`config.mk`:
```
export PLATFORM = sky130hd
export DESIGN_NAME = recovunit_stream
export DESIGN_NICKNAME = d
export VERILOG_FILES = /design/src/rtl/recovunit_stream.sv
export SDC_FILE = /design/constraint.sdc
export NUM_CORES = 1
export LEC_CHECK = 0
export CAP_MARGIN = 10
export CORE_MARGIN = 10
export CORE_UTILIZATION = 45
export CTS_CLUSTER_SIZE = 25
export DETAILED_ROUTE_END_ITERATION = 8
export PLACE_DENSITY = 0.69
export SYNTH_ARGS = -nofsm -noshare
export SYNTH_HDL_FRONTEND = slang
export SYNTH_SLANG_ARGS = --single-unit
export TNS_END_PERCENT = 10
```
`constraint.sdc`:
```
create_clock -name clk -period 15.3 [get_ports clk]
set_input_delay 1.53 -clock clk [delete_from_list [all_inputs] [get_ports clk]]
set_output_delay 1.53 -clock clk [all_outputs]
set_load 0.01 [all_outputs]
```
`src/rtl/recovunit_stream.sv`:
```
// Offset min-sum recovery unit: expands one compressed check-node row into
// Wc signed messages, streamed as Wc/P beats of P lanes.
module recovunit_stream #(
    parameter int Wc        = 32,
    parameter int Wcbits    = 5,
    parameter int W         = 10,
    parameter int P         = 8,
    parameter int NBEATS    = Wc / P,
    parameter int Bbits     = (NBEATS > 1) ? $clog2(NBEATS) : 1,
    parameter int ECOMPSIZE = 2 * (W - 1) + Wcbits + Wc
) (
    input  logic                 clk,
    input  logic                 rst,
    input  logic                 in_valid,
    output logic                 in_ready,
    input  logic [ECOMPSIZE-1:0] Ecomp,
    input  logic [W-2:0]         offset,
    output logic                 out_valid,
    input  logic                 out_ready,
    output logic [P*W-1:0]       out_data,
    output logic [Bbits-1:0]     out_beat,
    output logic                 out_last,
    output logic                 dbg_state
);

    // Handshake: a transfer happens on a rising edge where valid && ready are
    // both high; valid never depends on ready, and data holds while stalled.

    localparam int MIN2_LSB = Wc + Wcbits;
    localparam int MIN1_LSB = MIN2_LSB + W - 1;
    localparam logic [Bbits-1:0] LAST_BEAT = Bbits'(NBEATS - 1);

    typedef enum logic {
        IDLE   = 1'b0,
        STREAM = 1'b1
    } state_t;

    state_t              state;
    logic [Bbits-1:0]    beat;
    logic [W-2:0]        row_min1;
    logic [W-2:0]        row_min2;
    logic [Wcbits-1:0]   row_pos;
    logic [Wc-1:0]       row_sign;
    logic [W-2:0]        row_off;

    logic                at_last;
    logic                load;

    assign at_last   = (beat == LAST_BEAT);
    assign in_ready  = (state == IDLE) || (out_ready && at_last);
    assign load      = in_valid && in_ready;
    assign out_valid = (state == STREAM);
    assign out_beat  = beat;
    assign out_last  = (state == STREAM) && at_last;
    assign dbg_state = state;

    always_ff @(posedge clk or negedge rst) begin
        if (!rst) begin
            state    <= IDLE;
            beat     <= '0;
            row_min1 <= '0;
            row_min2 <= '0;
            row_pos  <= '0;
            row_sign <= '0;
            row_off  <= '0;
        end else begin
            if (load) begin
                row_min1 <= Ecomp[MIN1_LSB +: W-1];
                row_min2 <= Ecomp[MIN2_LSB +: W-1];
                row_pos  <= Ecomp[Wc +: Wcbits];
                row_sign <= Ecomp[Wc-1:0];
                row_off  <= offset;
            end
            case (state)
                IDLE: begin
                    if (in_valid) begin
                        beat  <= '0;
                        state <= STREAM;
                    end
                end
                STREAM: begin
                    if (out_ready) begin
                        if (!at_last) begin
                            beat <= beat + 1'b1;
                        end else begin
                            beat <= '0;
                            if (!in_valid) state <= IDLE;
                        end
                    end
                end
                default: begin
                    state <= IDLE;
                    beat  <= '0;
                end
            endcase
        end
    end

    // One-hot of the Min2 edge; a Pos beyond Wc-1 matches nothing.
    logic [Wc-1:0] pos_hit;
    always_comb begin
        pos_hit = '0;
        for (int k = 0; k < Wc; k++) begin
            pos_hit[k] = (row_pos == Wcbits'(k));
        end
    end

    logic [15:0]   shamt;
    logic [Wc-1:0] sign_sh;
    logic [Wc-1:0] hit_sh;

    assign shamt   = 16'(beat) * 16'(P);
    assign sign_sh = row_sign >> shamt;
    assign hit_sh  = pos_hit >> shamt;

    for (genvar j = 0; j < P; j++) begin : g_lane
        logic [W-2:0] mag;
        logic [W-2:0] mag_o;
        logic [W-1:0] val;

        assign mag   = hit_sh[j] ? row_min2 : row_min1;
        assign mag_o = (mag > row_off) ? (mag - row_off) : '0;
        // Negating a zero magnitude yields zero, so no negative zero appears.
        assign val   = sign_sh[j] ? (-{1'b0, mag_o}) : {1'b0, mag_o};
        assign out_data[j*W +: W] = (state == STREAM) ? val : '0;
    end

endmodule

```
* Word-level counts from Yosys, hierarchy flattened
Index checks and enable logic that the tools add are counted.
Operators by class: equal/unequal tests 34, reductions and logical operators 6, add/subtract/negate cells 17, bitwise operators 1, order comparisons 8, muxes and demuxes 40, shift-type cells 2
Operators by type and width (count):
- two-way mux 10 bit | 16
- two-way mux 9 bit | 16
- equality test 5 bit (second input constant) | 16
- negation 9 -> 10 bit | 8
- greater-than comparator 9 bit | 8
- subtractor 9 bit | 8
- >> shifter 32 x 5 -> 8 bit | 2
- equality test 5 x 4 -> 1 bit (second input constant) | 8
- equality test 5 x 3 -> 1 bit (second input constant) | 4
- equality test 5 x 2 -> 1 bit (second input constant) | 2
- two-way mux 2 bit | 3
- equality test 5 x 1 -> 1 bit (second input constant) | 1
- zero test 5 bit | 1
- inequality test 2 bit (second input constant) | 2
- one-hot mux 2 bit (2 select lines) | 1
- logical AND 1 bit | 3
- two-way mux 1 bit | 3
- adder 2 x 1 -> 2 bit (second input constant) | 1
- equality test 2 bit (second input constant) | 1
- one-hot mux 1 bit (2 select lines) | 1
- AND reduction 2 bit | 1
- logical OR 1 bit | 1
- NOT 1 bit | 1
Storage, ports and cells: logic and storage cells 115, bits in registers 67, bits of input ports 68

* Logic depth before layout (Yosys ltp)
Gate-level depths: netlist (run 1).
depth in word-level cells 8, gate-level depth with buffers 20, mapped depth without buffers 17

* Least setup slack after synthesis (run 1)
OpenSTA, ideal clock, no wires.
path kind register to output, start register beat[0], in the netlist out_beat[0], end output port out_data[78], stages on the path, launching flop included 19, arrival 4.623 ns, setup slack 9.147 ns, path through dfrtp_1 > buf_6 > clkbuf_1 > xnor2_1 > nand2_1 > nor3_2 > mux2_2 > ha_1 > a21o_1 > a21o_1 > o21a_2 > o31a_2 > nand2_1 > ha_1 > nand2_1 > a2111o_1 > o211a_2 > or3_1 > o211ai_2
On the way: longest elaborated chain between the ends 7, elaborated cells between the ends (all ways) 9
RTL lines:
- from (decl) | line 39 | logic [Bbits-1:0] beat;
- from (signal assigned) | line 84 | beat <= beat + 1'b1;
- >> shifter 32 x 5 -> 8 bit | line 114 | assign hit_sh = pos_hit >> shamt;
- two-way mux 9 bit | line 121 | assign mag = hit_sh[j] ? row_min2 : row_min1;
- subtractor 9 bit or greater-than comparator 9 bit (tied branches) | line 122 | assign mag_o = (mag > row_off) ? (mag - row_off) : '0;
- two-way mux 9 bit | line 122
- negation 9 -> 10 bit | line 124 | assign val = sign_sh[j] ? (-{1'b0, mag_o}) : {1'b0, mag_o};
- two-way mux 10 bit (*) | line 124
- two-way mux 10 bit (*) | line 125 | assign out_data[j*W +: W] = (state == STREAM) ? val : '0;
- to (decl) | line 20 | output logic [P*W-1:0] out_data,
Mark *: on every way between the ends. The rest lies on a longest branch, timed or not.

* Final worst setup path (run 1)
start register beat[0], in the netlist out_beat[0], end output port out_data[16]
The elaborated chain is that of the path after synthesis.

==> impl_metrics.json, run 1 <==
{
  "status": "finished, final reports clean",
  "start_util": 0.4535,
  "grt_max_degree": 68,
  "path_buf_inv": 1,
  "drt-total-wl_microns": 29320,
  "drc": 0,
  "die_y_microns": 165.1,
  "grt_pass1_wl_microns": 46580,
  "hpwl_microns": 22490,
  "drv_slew": 0,
  "fin_crit_ns": 7.597,
  "cp-start-kind": "flip-flop",
  "cts.path.max_buffers": 2,
  "synth_seq_cells": 67,
  "fin_hold_ws_ns": 0.5047,
  "synth_ff_type": "dfrtp_1",
  "cap_viol_max_count": 0,
  "r2r_end": "row_min1[5]$_DFFE_PN0P_",
  "syn_avg_cell_area_sq_um": 8.390,
  "final_cell_mix": "clkdlybuf4s50_1, mux2_2, nor2_1",
  "post_cts_resized": 0,
  "nets": 1420,
  "drt_first_pass_iters": 5,
  "fin_skew_ns": 0.008544,
  "core-area_sq_um": 20890,
  "finalSetupTns_ns": 0,
  "fin_crit_sh": 0.4966,
  "worst_slew_pin_slew_ns": 1.057,
  "synth_nets": 1286,
  "post_cts_buffers": 0,
  "gr-total-overflow": 0,
  "netlist_instances": 1129,
  "antenna_found_initial": 4,
  "endpoint": "out_data[16]",
  "io_pins": 154,
  "track_usage": 0.2108,
  "yosys.cell_types.count": 81,
  "r2r_start": "out_beat[0]$_DFFE_PN0P_",
  "startpoint": "out_beat[0]$_DFFE_PN0P_",
  "rsz0062_at_grt": "no",
  "reg2reg_slack_ns": 12.24,
  "synth_warnings": 0,
  "syn_to_final_growth_pct": 21.61,
  "dieArea_sq_um": 27250,
  "slowest_stage": "dfrtp_1",
  "gp_congestion": 0.9084,
  "avgViaCountPerCell": 5.960,
  "vias": 9208,
  "final_common_cell": "clkdlybuf4s50_1",
  "async_reset_ff_frac": 1.000,
  "worstPathCellList": "xor2_1 > nor2_1 > nand4_1 > mux2_2 > ha_1 > nand3_1 > o21bai_1 > and3_1 > o211a_1 > a21oi_1 > nand2_1 > ha_1 > o21ai_0 > o31ai_1 > or2_2 > a31oi_1 > clkdlybuf4s50_1",
  "fin_util": 0.5515,
  "synth_edf_count": 0,
  "cts_tree": "done",
  "slew_headroom": 0.2898,
  "portBuffers": 153,
  "required_ns": 13.77,
  "synth_area_sq_um": 9473,
  "h-tree-depth": 3,
  "drt-initial-drc-count": 649,
  "numCtsBuffers": 9,
  "critPathKind": "flip-flop to primary output",
  "ys_seq_area_frac": 0.1770,
  "clkSinkCount": 67,
  "path_max_fanout": 21,
  "cp-end-kind": "primary output",
  "path_clk_slew_ns": 0.06,
  "hold_buffers": 0,
  "clock_latency_ns": 0.34,
  "r2r_cells": 6,
  "critPathTopFamily": "compound AO/OA/AOI/OAI gates",
  "arrival_ns": 6.07,
  "die_width_microns": 165.1,
  "setup_viol": 0,
  "routedWlPerCell_microns": 18.98,
  "cts-root-buf": "clkbuf_16",
  "slowest_delay_ns": 0.94,
  "hp-class": "flip-flop to flip-flop",
  "grt_pass1_vias": 9053,
  "worst_path_most_repeated_cell": "ha_1",
  "clock.fmax_mhz": 131.6,
  "hold_violations": 0,
  "cp.depth": 17,
  "ant_nets": 0,
  "drive_above_1_share": 0.1483,
  "row_count": 53
}
==> synth_stat cells, types with 6 or more instances <==
| library cell | instances | area [sq um] |
|---|---|---|
| nor3_1 | 32 | 160.2 |
| ha_1 | 81 | 1013 |
| or3_1 | 15 | 93.84 |
| nor2_1 | 112 | 420.4 |
| and3_1 | 20 | 125.1 |
| dfrtp_1 | 67 | 1677 |
| o21ai_0 | 38 | 190.2 |
| a21oi_1 | 71 | 355.3 |
| xor2_1 | 42 | 367.9 |
| fa_1 | 8 | 160.2 |
| o41ai_1 | 8 | 70.07 |
| o31a_1 | 7 | 61.31 |
| nand2_1 | 83 | 311.6 |
| and4_1 | 9 | 78.83 |
| nand2b_1 | 12 | 75.07 |
| inv_1 | 39 | 146.4 |
| o2111ai_1 | 7 | 61.31 |
| a31oi_1 | 9 | 56.30 |
| o31ai_1 | 9 | 67.56 |
| nor2b_1 | 10 | 62.56 |
| mux2i_1 | 16 | 160.2 |
| a211o_1 | 7 | 61.31 |
| nand3_1 | 37 | 185.2 |
| a211oi_1 | 13 | 97.59 |
| nand4_1 | 13 | 81.33 |
| o211ai_1 | 8 | 60.06 |
| a21o_1 | 27 | 202.7 |
| o21ai_1 | 6 | 30.03 |
| o21bai_1 | 8 | 60.06 |
| or2_2 | 11 | 68.82 |
| clkbuf_1 | 24 | 90.09 |
| xnor2_1 | 44 | 385.4 |
| o21a_1 | 14 | 105.1 |
| mux2_2 | 132 | 1486 |
==> worst reg2reg max path, cell delays in order (launching register included) <==
cell and delay [ns]:
dfrtp_1 0.71, ha_1 0.44, nand2_1 0.07, nand2_1 0.11
nand2_2 0.64, buf_4 0.56, mux2_2 0.40
==> metal layers <==
metal / share of wire / track usage
met5: 0.00095 / 0
met4: 0.017 / 0.04831
met3: 0.088 / 0.05503
met2: 0.44 / 0.3409
met1: 0.45 / 0.2754
==> how the worst min path moves through the flow <==
stage,start,endpoint,slack (ns),cells after the start
6_report,row_sign[23]$_DFFE_PN0P_,row_sign[23]$_DFFE_PN0P_,0.50,1
5_1_grt,row_sign[29]$_DFFE_PN0P_,row_sign[29]$_DFFE_PN0P_,0.52,1
4_1_cts,row_sign[5]$_DFFE_PN0P_,row_sign[5]$_DFFE_PN0P_,0.50,1
3_5_place_dp,row_sign[5]$_DFFE_PN0P_,row_sign[5]$_DFFE_PN0P_,0.49,1
3_3_place_gp,row_sign[26]$_DFFE_PN0P_,row_sign[26]$_DFFE_PN0P_,0.48,1
2_1_floorplan,row_sign[16]$_DFFE_PN0P_,row_sign[16]$_DFFE_PN0P_,0.47,1
==> layout make-up <==
class | instances | area (sq um)
inverters | 41 | 153.9
flip-flops and latches | 67 | 1677
well taps | 275 | 344.1
fillers | 1969 | 9369
multi-input cells | 986 | 7468
clock buffers | 9 | 225.2
repair buffers | 158 | 1564
clock inverters | 7 | 82.58
diodes | 2 | 5.005
==> cells by family after synthesis <==
group,Yosys count,synth area share
adders and majority gates,89,0.1239
AOI/OAI and AO/OA,278,0.2047
muxes,152,0.1833
and+or+nand+nor,381,0.1967
buffers and inverters,76,0.03487
DFF,67,0.1770
xor gates and xnor gates,86,0.07951
==> flip-flops by register name, summed over array words and instances (netlist names) <==
signal / cells
row_min1: 9
row_sign: 32
row_pos: 5
row_off: 9
dbg_state: 1
row_min2: 9
out_beat: 2
==> stage by stage <==
| stage | worst slack, ns | instance area (sq um) | std cells |
|---|---|---|---|
| 3_3_place_gp | 8.255 | 11210 | 1527 |
| 3_5_place_dp | 8.146 | 11210 | 1527 |
| 4_1_cts | 7.755 | 11510 | 1543 |
| 5_1_grt | 7.313 | 11510 | 1543 |
| 6_report | 7.703 | 11520 | 1545 |
| 2_1_floorplan | 9.147 | 9473 | 1129 |
Power of run 1 is left out: the tool's default activity adds up to more than one toggle a clock period on the data nets, which glitch-free logic cannot reach.
==> inputs of run 2 (changes only) <==
==> constraint.sdc (replaced) <==
create_clock -name clk -period 7.8 [get_ports clk]
set_input_delay 0.78 -clock clk [delete_from_list [all_inputs] [get_ports clk]]
set_output_delay 0.78 -clock clk [all_outputs]
set_load 0.01 [all_outputs]
==> impl_metrics.json, run 2 (synthesized netlist as in run 1, its figures left out) <==
{
  "routedWlPerCell_microns": 18.97,
  "status": "finished, final reports clean",
  "hp-class": "flip-flop to flip-flop",
  "fin_skew_ns": 0.008103,
  "cp-end-kind": "primary output",
  "h-tree-depth": 3,
  "drive_above_1_share": 0.1475,
  "grt_max_degree": 68,
  "syn_to_final_growth_pct": 21.25,
  "cap_viol_max_count": 0,
  "drc": 0,
  "gr-total-overflow": 0,
  "clock.fmax_mhz": 146.5,
  "slowest_delay_ns": 0.64,
  "avgViaCountPerCell": 5.921,
  "post_cts_buffers": 0,
  "track_usage": 0.2111,
  "numCtsBuffers": 9,
  "portBuffers": 153,
  "start_util": 0.4535,
  "vias": 9142,
  "core-area_sq_um": 20890,
  "finalSetupTns_ns": 0,
  "required_ns": 7.02,
  "row_count": 53,
  "largest_reg_flops": 32,
  "nFillCells": 1972,
  "slowest_stage": "dfrtp_1",
  "critPathKind": "flip-flop to primary output",
  "final_common_cell": "clkdlybuf4s50_1",
  "path_max_fanout": 16,
  "path_clk_slew_ns": 0.06,
  "cts-root-buf": "clkbuf_16",
  "fin_crit_sh": 0.8750,
  "rsz0062_at_grt": "no",
  "slew_headroom": 0.3182,
  "arrival_ns": 6.04,
  "nets": 1420,
  "worst_slew_pin_slew_ns": 1.014,
  "drt-total-wl_microns": 29300,
  "hold_violations": 0,
  "drt-initial-drc-count": 722,
  "worstPathCellList": "xnor2_1 > nor2b_1 > nand4_1 > mux2_2 > ha_1 > nand3_1 > a21oi_1 > a211oi_2 > o211a_1 > a211oi_2 > nand2_1 > ha_1 > nor3b_1 > a32oi_1 > o31ai_1 > o2111a_1 > a211o_1 > clkdlybuf4s50_1",
  "drv_slew": 0,
  "clkSinkCount": 67,
  "grt_pass1_wl_microns": 46530,
  "final_cell_mix": "clkdlybuf4s50_1, mux2_2, nor2_1",
  "cts_tree": "done",
  "cp-start-kind": "flip-flop",
  "gp_congestion": 0.9125,
  "die_width_microns": 165.1,
  "hpwl_microns": 22320,
  "hold_buffers": 0,
  "post_cts_resized": 0,
  "die_y_microns": 165.1,
  "dieArea_sq_um": 27250,
  "cts.path.max_buffers": 2,
  "io_pins": 154,
  "fin_crit_ns": 6.825,
  "ant_nets": 0,
  "clock_latency_ns": 0.34,
  "antenna_found_initial": 4,
  "grt_pass1_vias": 8878,
  "regMostFlops": "row_sign",
  "setup_viol": 0,
  "drt_first_pass_iters": 5
}
==> run 2: cell types whose count changed in the layout (fill, tap and decap cells not counted), sizes merged <==
cell / previous run / this run
bufinv: 1 / 0
clkbuf: 9 / 10
clkinv: 3 / 5
clkinvlp: 2 / 1
diode: 2 / 1
inv: 42 / 41
==> run 2: metal layers <==
metal,up-vias,part of all wire,GRT usage
li1,4478,-,-
met1,4322,0.45,0.2732
met2,295,0.44,0.3352
met3,45,0.088,0.06693
met4,2,0.018,0.04952
met5,-,0.00061,0
==> run 2: per-stage QoR <==
step           setup WS [ns]  hold WS, ns    util  cell area (sq um)  std cells
3_3_place_gp           1.526       0.4839  0.5365              11210       1527
5_1_grt               0.5371       0.5186  0.5497              11480       1543
6_report              0.9751       0.5017  0.5499              11490       1544
4_1_cts                1.003       0.5041  0.5497              11480       1543
2_1_floorplan          2.397       0.4737       -               9473       1129
3_5_place_dp           1.406       0.4895  0.5365              11210       1527
==> run 2: area by class of cell <==
cell class | count | area [sq um] | area share
Tap cell | 275 | 344.1 | 0.02996
Antenna cell | 1 | 2.502 | 0.0002179
Sequential cell | 67 | 1677 | 0.1460
Inverter | 41 | 153.9 | 0.01340
Clock inverter | 6 | 47.55 | 0.004139
Timing Repair Buffer | 158 | 1564 | 0.1362
Multi-Input combinational cell | 986 | 7468 | 0.6502
Clock buffer | 10 | 229.0 | 0.01993
==> run 2: worst max-delay path, delay by kind of cell (launching register included) <==
kind	cells	cell delay (ns)
xor+xnor	1	0.46
simple gates	5	1.14
fa+ha+maj	2	0.64
mux	1	0.44
compound gates	8	1.91
buf+inv	1	0.48
flops	1	0.64
==> run 2: path summary, 6_finish.rpt <==
path | start | end | slack (ns) | cells after the start
worst max register to register | out_beat[0]$_DFFE_PN0P_ | row_sign[22]$_DFFE_PN0P_ | 4.85 | 6
max in group asynchronous | rst | row_off[0]$_DFFE_PN0P_ | 6.59 | 2
min in group asynchronous | rst | row_sign[28]$_DFFE_PN0P_ | 0.64 | 2
worst min register to register | row_off[1]$_DFFE_PN0P_ | row_off[1]$_DFFE_PN0P_ | 0.50 | 1
worst max-delay path | out_beat[1]$_DFFE_PN0P_ | out_data[28] | 0.98 | 18
worst min-delay path | row_off[1]$_DFFE_PN0P_ | row_off[1]$_DFFE_PN0P_ | 0.50 | 1
Power of run 2 is left out for the same reason.
==> inputs of run 3 (changes only) <==
--- a/config.mk
+++ b/config.mk
@@ -5,12 +5,13 @@
 export SDC_FILE = /design/constraint.sdc
 export NUM_CORES = 1
 export LEC_CHECK = 0
-export CAP_MARGIN = 10
+export CAP_MARGIN = 20
 export CORE_MARGIN = 10
 export CORE_UTILIZATION = 45
 export CTS_CLUSTER_SIZE = 25
 export DETAILED_ROUTE_END_ITERATION = 8
 export PLACE_DENSITY = 0.69
+export SKIP_CTS_REPAIR_TIMING = 1
 export SYNTH_ARGS = -nofsm -noshare
 export SYNTH_HDL_FRONTEND = slang
 export SYNTH_SLANG_ARGS = --single-unit
==> results of run 3 <==
Same layout as run 2: the final DEF is identical, and so are final timing and power.
Power of run 3 is left out for the same reason.
